--- src/rtl/dm_cache_ctrl.sv ---
// dm_cache_ctrl
// Direct-mapped, write-through, no-write-allocate data cache in front of a
// multi-cycle main memory. Loads that hit return data in the same cycle. Load
// misses, and every store, hold the core with stall until main memory has
// finished. Each line holds one 32-bit word.
module dm_cache_ctrl #(
    parameter int INDEX_BITS = 5,
    parameter int ADDR_W     = 32,
    parameter int CNT_W      = 16
) (
    input  logic              clk,
    input  logic              reset,
    input  logic              cpu_read,
    input  logic              cpu_write,
    input  logic [ADDR_W-1:0] cpu_addr,
    input  logic [31:0]       cpu_wdata,
    output logic [31:0]       cpu_rdata,
    output logic              stall,
    output logic              mem_req,
    output logic              mem_we,
    output logic [ADDR_W-1:0] mem_addr,
    output logic [31:0]       mem_wdata,
    input  logic [31:0]       mem_rdata,
    input  logic              mem_ready,
    output logic [CNT_W-1:0]  hit_count,
    output logic [CNT_W-1:0]  miss_count
);

    localparam int LINES = 1 << INDEX_BITS;
    localparam int TAG_W = ADDR_W - 2 - INDEX_BITS;

    typedef enum logic [1:0] {
        IDLE    = 2'd0,
        RD_WAIT = 2'd1,
        WR_WAIT = 2'd2,
        WR_DONE = 2'd3
    } state_t;

    state_t state_q;

    // Registered memory-side outputs
    logic              mem_req_q;
    logic              mem_we_q;
    logic [ADDR_W-1:0] mem_addr_q;
    logic [31:0]       mem_wdata_q;

    // Line storage: only the valid bits are reset
    logic [LINES-1:0]  valid_q;
    logic [LINES-1:0]  valid_d;
    logic [TAG_W-1:0]  tag_mem  [LINES];
    logic [31:0]       data_mem [LINES];

    // Saturating statistics
    logic [CNT_W-1:0]  hit_cnt_q;
    logic [CNT_W-1:0]  hit_cnt_d;
    logic [CNT_W-1:0]  miss_cnt_q;
    logic [CNT_W-1:0]  miss_cnt_d;

    // CPU address decode
    logic [INDEX_BITS-1:0] idx;
    logic [TAG_W-1:0]      tag;
    logic                  unused_addr_bits;

    assign idx              = cpu_addr[INDEX_BITS+1:2];
    assign tag              = cpu_addr[ADDR_W-1:INDEX_BITS+2];
    // Byte offset within the word plays no part in a word-wide cache
    assign unused_addr_bits = ^cpu_addr[1:0];

    // The pending fill targets the line whose address was registered when the miss was issued
    logic [INDEX_BITS-1:0] fill_idx;
    logic [TAG_W-1:0]      fill_tag;

    assign fill_idx = mem_addr_q[INDEX_BITS+1:2];
    assign fill_tag = mem_addr_q[ADDR_W-1:INDEX_BITS+2];

    // Request decode. Everything is qualified by reset, so nothing is
    // decoded while reset is held low.
    logic idle;
    logic line_hit;
    logic do_write;
    logic do_read;
    logic read_hit;
    logic read_miss;
    logic write_hit;
    logic fill_en;
    logic busy;

    assign idle      = reset && (state_q == IDLE);
    assign line_hit  = valid_q[idx] && (tag_mem[idx] == tag);
    // A store takes priority; a read asserted in the same cycle is dropped
    assign do_write  = idle && cpu_write;
    assign do_read   = idle && cpu_read && !cpu_write;
    assign read_hit  = do_read && line_hit;
    assign read_miss = do_read && !line_hit;
    assign write_hit = do_write && line_hit;
    assign fill_en   = reset && (state_q == RD_WAIT) && mem_ready;
    assign busy      = (state_q == RD_WAIT) || (state_q == WR_WAIT);

    // Core-facing outputs are combinational so that a hit completes in the same cycle
    assign stall     = reset && (read_miss || do_write || busy);
    assign cpu_rdata = read_hit ? data_mem[idx] : 32'd0;

    // Per-line set mask for the valid bits on a refill
    genvar gi;
    generate
        for (gi = 0; gi < LINES; gi++) begin : g_line
            localparam logic [INDEX_BITS-1:0] LINE_IDX = INDEX_BITS'(gi);
            assign valid_d[gi] = valid_q[gi] || (fill_en && (fill_idx == LINE_IDX));
        end
    endgenerate

    // Counters stop at all-ones instead of wrapping
    assign hit_cnt_d  = (read_hit  && (hit_cnt_q  != {CNT_W{1'b1}})) ? hit_cnt_q  + CNT_W'(1) : hit_cnt_q;
    assign miss_cnt_d = (read_miss && (miss_cnt_q != {CNT_W{1'b1}})) ? miss_cnt_q + CNT_W'(1) : miss_cnt_q;

    // Valid bits and statistics, cleared by reset
    always_ff @(posedge clk or negedge reset) begin
        if (!reset) begin
            valid_q    <= '0;
            hit_cnt_q  <= '0;
            miss_cnt_q <= '0;
        end else begin
            valid_q    <= valid_d;
            hit_cnt_q  <= hit_cnt_d;
            miss_cnt_q <= miss_cnt_d;
        end
    end

    // Tag/data arrays: a refill from memory, or a store that hits (write-through keeps the line coherent)
    always_ff @(posedge clk) begin
        if (fill_en) begin
            data_mem[fill_idx] <= mem_rdata;
            tag_mem[fill_idx]  <= fill_tag;
        end else if (write_hit) begin
            data_mem[idx] <= cpu_wdata;
        end
    end

    // Controller FSM with registered memory request outputs
    always_ff @(posedge clk or negedge reset) begin
        if (!reset) begin
            state_q     <= IDLE;
            mem_req_q   <= 1'b0;
            mem_we_q    <= 1'b0;
            mem_addr_q  <= '0;
            mem_wdata_q <= '0;
        end else begin
            case (state_q)
                IDLE: begin
                    if (do_write) begin
                        mem_addr_q  <= {cpu_addr[ADDR_W-1:2], 2'b00};
                        mem_wdata_q <= cpu_wdata;
                        mem_we_q    <= 1'b1;
                        mem_req_q   <= 1'b1;
                        state_q     <= WR_WAIT;
                    end else if (read_miss) begin
                        mem_addr_q  <= {cpu_addr[ADDR_W-1:2], 2'b00};
                        mem_we_q    <= 1'b0;
                        mem_req_q   <= 1'b1;
                        state_q     <= RD_WAIT;
                    end
                end
                RD_WAIT: begin
                    // The line is refilled on this edge; the retry in IDLE then hits
                    if (mem_ready) begin
                        mem_req_q <= 1'b0;
                        state_q   <= IDLE;
                    end
                end
                WR_WAIT: begin
                    if (mem_ready) begin
                        mem_req_q <= 1'b0;
                        mem_we_q  <= 1'b0;
                        state_q   <= WR_DONE;
                    end
                end
                WR_DONE: begin
                    // One unstalled cycle lets the store retire; any request seen here
                    // belongs to the old PC and is ignored
                    state_q <= IDLE;
                end
                default: state_q <= IDLE;
            endcase
        end
    end

    assign mem_req    = mem_req_q;
    assign mem_we     = mem_we_q;
    assign mem_addr   = mem_addr_q;
    assign mem_wdata  = mem_wdata_q;
    assign hit_count  = hit_cnt_q;
    assign miss_count = miss_cnt_q;

endmodule

--- config.mk ---
export PLATFORM = sky130hd
export DESIGN_NAME = dm_cache_ctrl
export DESIGN_NICKNAME = d
export VERILOG_FILES = /design/src/rtl/dm_cache_ctrl.sv
export SDC_FILE = /design/constraint.sdc
export NUM_CORES = 2
export LEC_CHECK = 0
export CAP_MARGIN = 40
export CORE_ASPECT_RATIO = 1.4
export CORE_UTILIZATION = 55
export CTS_CLUSTER_SIZE = 10
export DETAILED_ROUTE_END_ITERATION = 10
export GPL_TIMING_DRIVEN = 1
export PLACE_DENSITY_LB_ADDON = 0.1
export SLEW_MARGIN = 20
export SYNTH_ARGS = -nofsm -noshare
export SYNTH_HDL_FRONTEND = slang
export SYNTH_SLANG_ARGS = --single-unit
--- constraint.sdc ---
create_clock -name clk -period 5.8 [get_ports clk]
set_clock_uncertainty 0.1 [all_clocks]
set_input_delay 1.16 -clock clk [delete_from_list [all_inputs] [get_ports clk]]
set_output_delay 1.16 -clock clk [all_outputs]
set_load 0.02 [all_outputs]
==> impl_metrics.tcl <==
set metrics [dict create \
    status "finished with violations" \
    violations "negative setup slack" \
    syn_inst 3741 \
    maxCapViolations 0 \
    place_ws_ns -0.5148 \
    gr-usage-met3_pct 3.871 \
    power_switching_w 0.008072 \
    slew_viol_final 0 \
    worst_pin_slew_ns 0.9542 \
    cp_max_fo 16 \
    fill_cells 9282 \
    grtUsageTotal_pct 28.72 \
    powerDensity_nw_per_um2 367.0 \
    seqCellArea_um2 58030 \
    grt_pass1_vias 40190 \
    crit_path_start_kind "input pin" \
    setup_slack_ns -0.01623 \
    drt_first_pass_iters 5 \
    via_count 39772 \
    swShare_pct 24.21 \
    dp_hpwl_mm 110.3 \
    dpl-instance-area_um2 83510 \
    clk_latency_ns 0.84 \
    route.detailed.drc 0 \
    wl_mm 200.1 \
    path_clk_slew_ns 0.06 \
    synth_edf_count 1824 \
    pwr-share-seq_pct 51.3 \
    internal-power_w 0.02526 \
    yosysTopAreaCell "edfxtp_1" \
    final_area_um2 90830 \
    grt_setup_unrepaired "yes" \
    arrival_ns 4.56 \
    antenna_found_initial 1 \
    multi_input_area_um2 17910 \
    setup_violations 1 \
    critical_path.endpoint_type "primary output" \
    grt_overflow 0 \
    routedWlPerCell_um 31.77 \
    finalHoldViolations 0 \
    grt_pass1_wl_mm 283.2 \
    p_leak_nw 30.85 \
    avgSynthCellArea_um2 20.43 \
    cts_buffers 214 \
    portBuffers 227 \
    synth_area_um2 76430 \
    h-tree-depth 4 \
    drive_above_1_share_pct 26.66 \
    relSlewSlack_pct 36.39 \
    rows 161 \
    clk_path_buf_depth 3 \
    synthArstFlopShare_pct 6.653 \
    synth_area_leaders "edfxtp_1, mux4_2, mux2i_1" \
    dieArea_um2 140500 \
    chipWidth_um 317.0 \
    top_usage_layer "met2" \
    finalCriticalPeriod_ns 5.816 \
    min_path_type "reg -> reg" \
    crit_required_ns 4.54 \
    finalNetCount 4454 \
    clkPwrFrac_pct 36.6 \
    peakVddDrop_v 0.0002826 \
    comb_power_share_pct 12.1 \
    io_pins 232 \
    grtUsageMet2_pct 49.97 \
    area_growth_pct 18.85 \
    total_power_w 0.03334 \
    via_per_inst 6.313 \
    fmax_ghz 0.1719 \
    ys_ff_latch 1954 \
    path_class "in -> out" \
    ys_seq_area_share_pct 75.92 \
    cts_tree "built" \
    grtUsageMet1_pct 37.33 \
    timing.final.crit_share_pct 100.3 \
    gp_congestion 0.8211 \
    synth_flop_cell "edfxtp_1" \
    grt_max_degree 147 \
    cts_root_buf "clkbuf_16" \
    clock_sinks 1954 \
    drtAntennaViolNets 0 \
    yosysTopAreaCellShare_pct 71.67 \
    initial_utilization_pct 55.47 \
    synth_cell_types 64 \
    initialDrtViolationCount 4297 \
    core_um2 137800 \
    die_y_um 443.1 \
    yosys_warnings 0 \
]
==> layout by cell type, fill, tap and decap left out, types with 66 or more instances in the layout <==
cell type,Yosys,routed
a22oi_1,155,152
buf_4,25,260
clkbuf_1,85,141
clkbuf_16,0,223
clkdlybuf4s50_1,0,188
dfrtp_1,130,130
edfxtp_1,1824,1824
mux2i_1,358,354
mux4_2,362,362
nand2_1,136,136
nand3_1,68,66
==> final timing paths <==
| check | slack [ns] | startpoint | end | cells past startpoint |
|---|---|---|---|---|
| worst max-delay path | -0.02 | cpu_addr[5] | cpu_rdata[28] | 16 |
| worst min-delay path | 0.37 | valid_q[6] | valid_q[6] | 1 |
| worst max register to register | 1.73 | tag_mem[31][7] | mem_addr[13] | 11 |
| worst min register to register | 0.37 | valid_q[6] | valid_q[6] | 1 |
| max in group asynchronous | 2.94 | reset | mem_wdata[26] | 5 |
| min in group asynchronous | 0.61 | reset | mem_we | 2 |
==> worst max-delay path, stage by stage <==
cell,delay [ns]
buf_6,0.18
buf_4,0.15
and2_1,0.58
buf_12,0.23
nand3_1,0.09
nand4_1,0.18
xor2_2,0.14
a211oi_2,0.33
buf_4,0.19
and3_4,0.19
nand4_1,0.24
buf_12,0.28
buf_12,0.18
nor2_4,0.11
buf_6,0.13
buf_6,0.12
==> layer usage <==
metal  share of wire (%)  routed length (um)
met1                  37               74560
met4                 3.1                6147
met5                   0                   0
met3                 6.8               13510
met2                  53              105900
==> metrics by stage <==
stage / hold WS, ns / utilization [%] / std cells / setup TNS [ns]
3_5_place_dp: 0.3485 / 60.61 / 5851 / -13.41
2_1_floorplan: 0.3287 / - / 3742 / -6.704
3_3_place_gp: 0.3433 / 60.43 / 5839 / -14.34
4_1_cts: 0.3634 / 65.42 / 6249 / -0.02577
5_1_grt: 0.3691 / 65.92 / 6299 / -0.3142
6_report: 0.3678 / 65.92 / 6300 / -0.01623
==> power groups by stage <==
stage / Combinational (W) / Sequential [W] / Clock, W
2_1_floorplan: 0.00136 / 0.0179 / 0
3_3_place_gp: 0.00333 / 0.0177 / 0
3_5_place_dp: 0.00368 / 0.0175 / 0
4_1_cts: 0.00374 / 0.0173 / 0.0124
5_1_grt: 0.00426 / 0.0171 / 0.0129
6_report: 0.00402 / 0.0171 / 0.0122
==> cell families after synthesis <==
| kind of cell | synth area share [%] |
|---|---|
| buffers and inverters | 1.508 |
| other | 0.004907 |
| AOI/OAI and AO/OA | 2.669 |
| xor gates and xnor gates | 0.4928 |
| DFF | 75.92 |
| and+or+nand+nor | 2.814 |
| adders and majority gates | 0.08186 |
| muxes | 16.51 |
==> registers in the layout (all words and copies together) (netlist names) <==
name / flops
data_mem: 1024
hit_count: 16
mem_addr: 30
mem_req: 1
mem_wdata: 32
mem_we: 1
miss_count: 16
state_q: 2
tag_mem: 800
valid_q: 32
==> cell usage after synthesis (33+ instances only) <==
cell type	number
a22oi_1	155
buf_2	45
clkbuf_1	85
dfrtp_1	130
edfxtp_1	1824
mux2_2	48
mux2i_1	358
mux4_2	362
nand2_1	136
nand3_1	68
nor2_1	90
or2_2	33
==> layout make-up <==
cell class | instances | share of cell area, %
flip-flops and latches | 1954 | 63.88
diodes | 2 | 0.005510
well taps | 1793 | 2.470
repair buffers | 599 | 7.080
multi-input cells | 1568 | 19.72
clock inverters | 15 | 0.2466
inverters | 11 | 0.04546
clock buffers | 358 | 6.549
==> repair_timing <==
action | in CTS | in global routing
setup endpoints to repair | 33 | 33
endpoints found under the hold margin | 4 | 0
setup buffers | 18 | 36
gates cloned | 6 | 7
pin swaps | 9 | 23
gates resized for setup | 115 | 78
hold buffers | 1 | 0
Power figures use the tool's default switching activity.
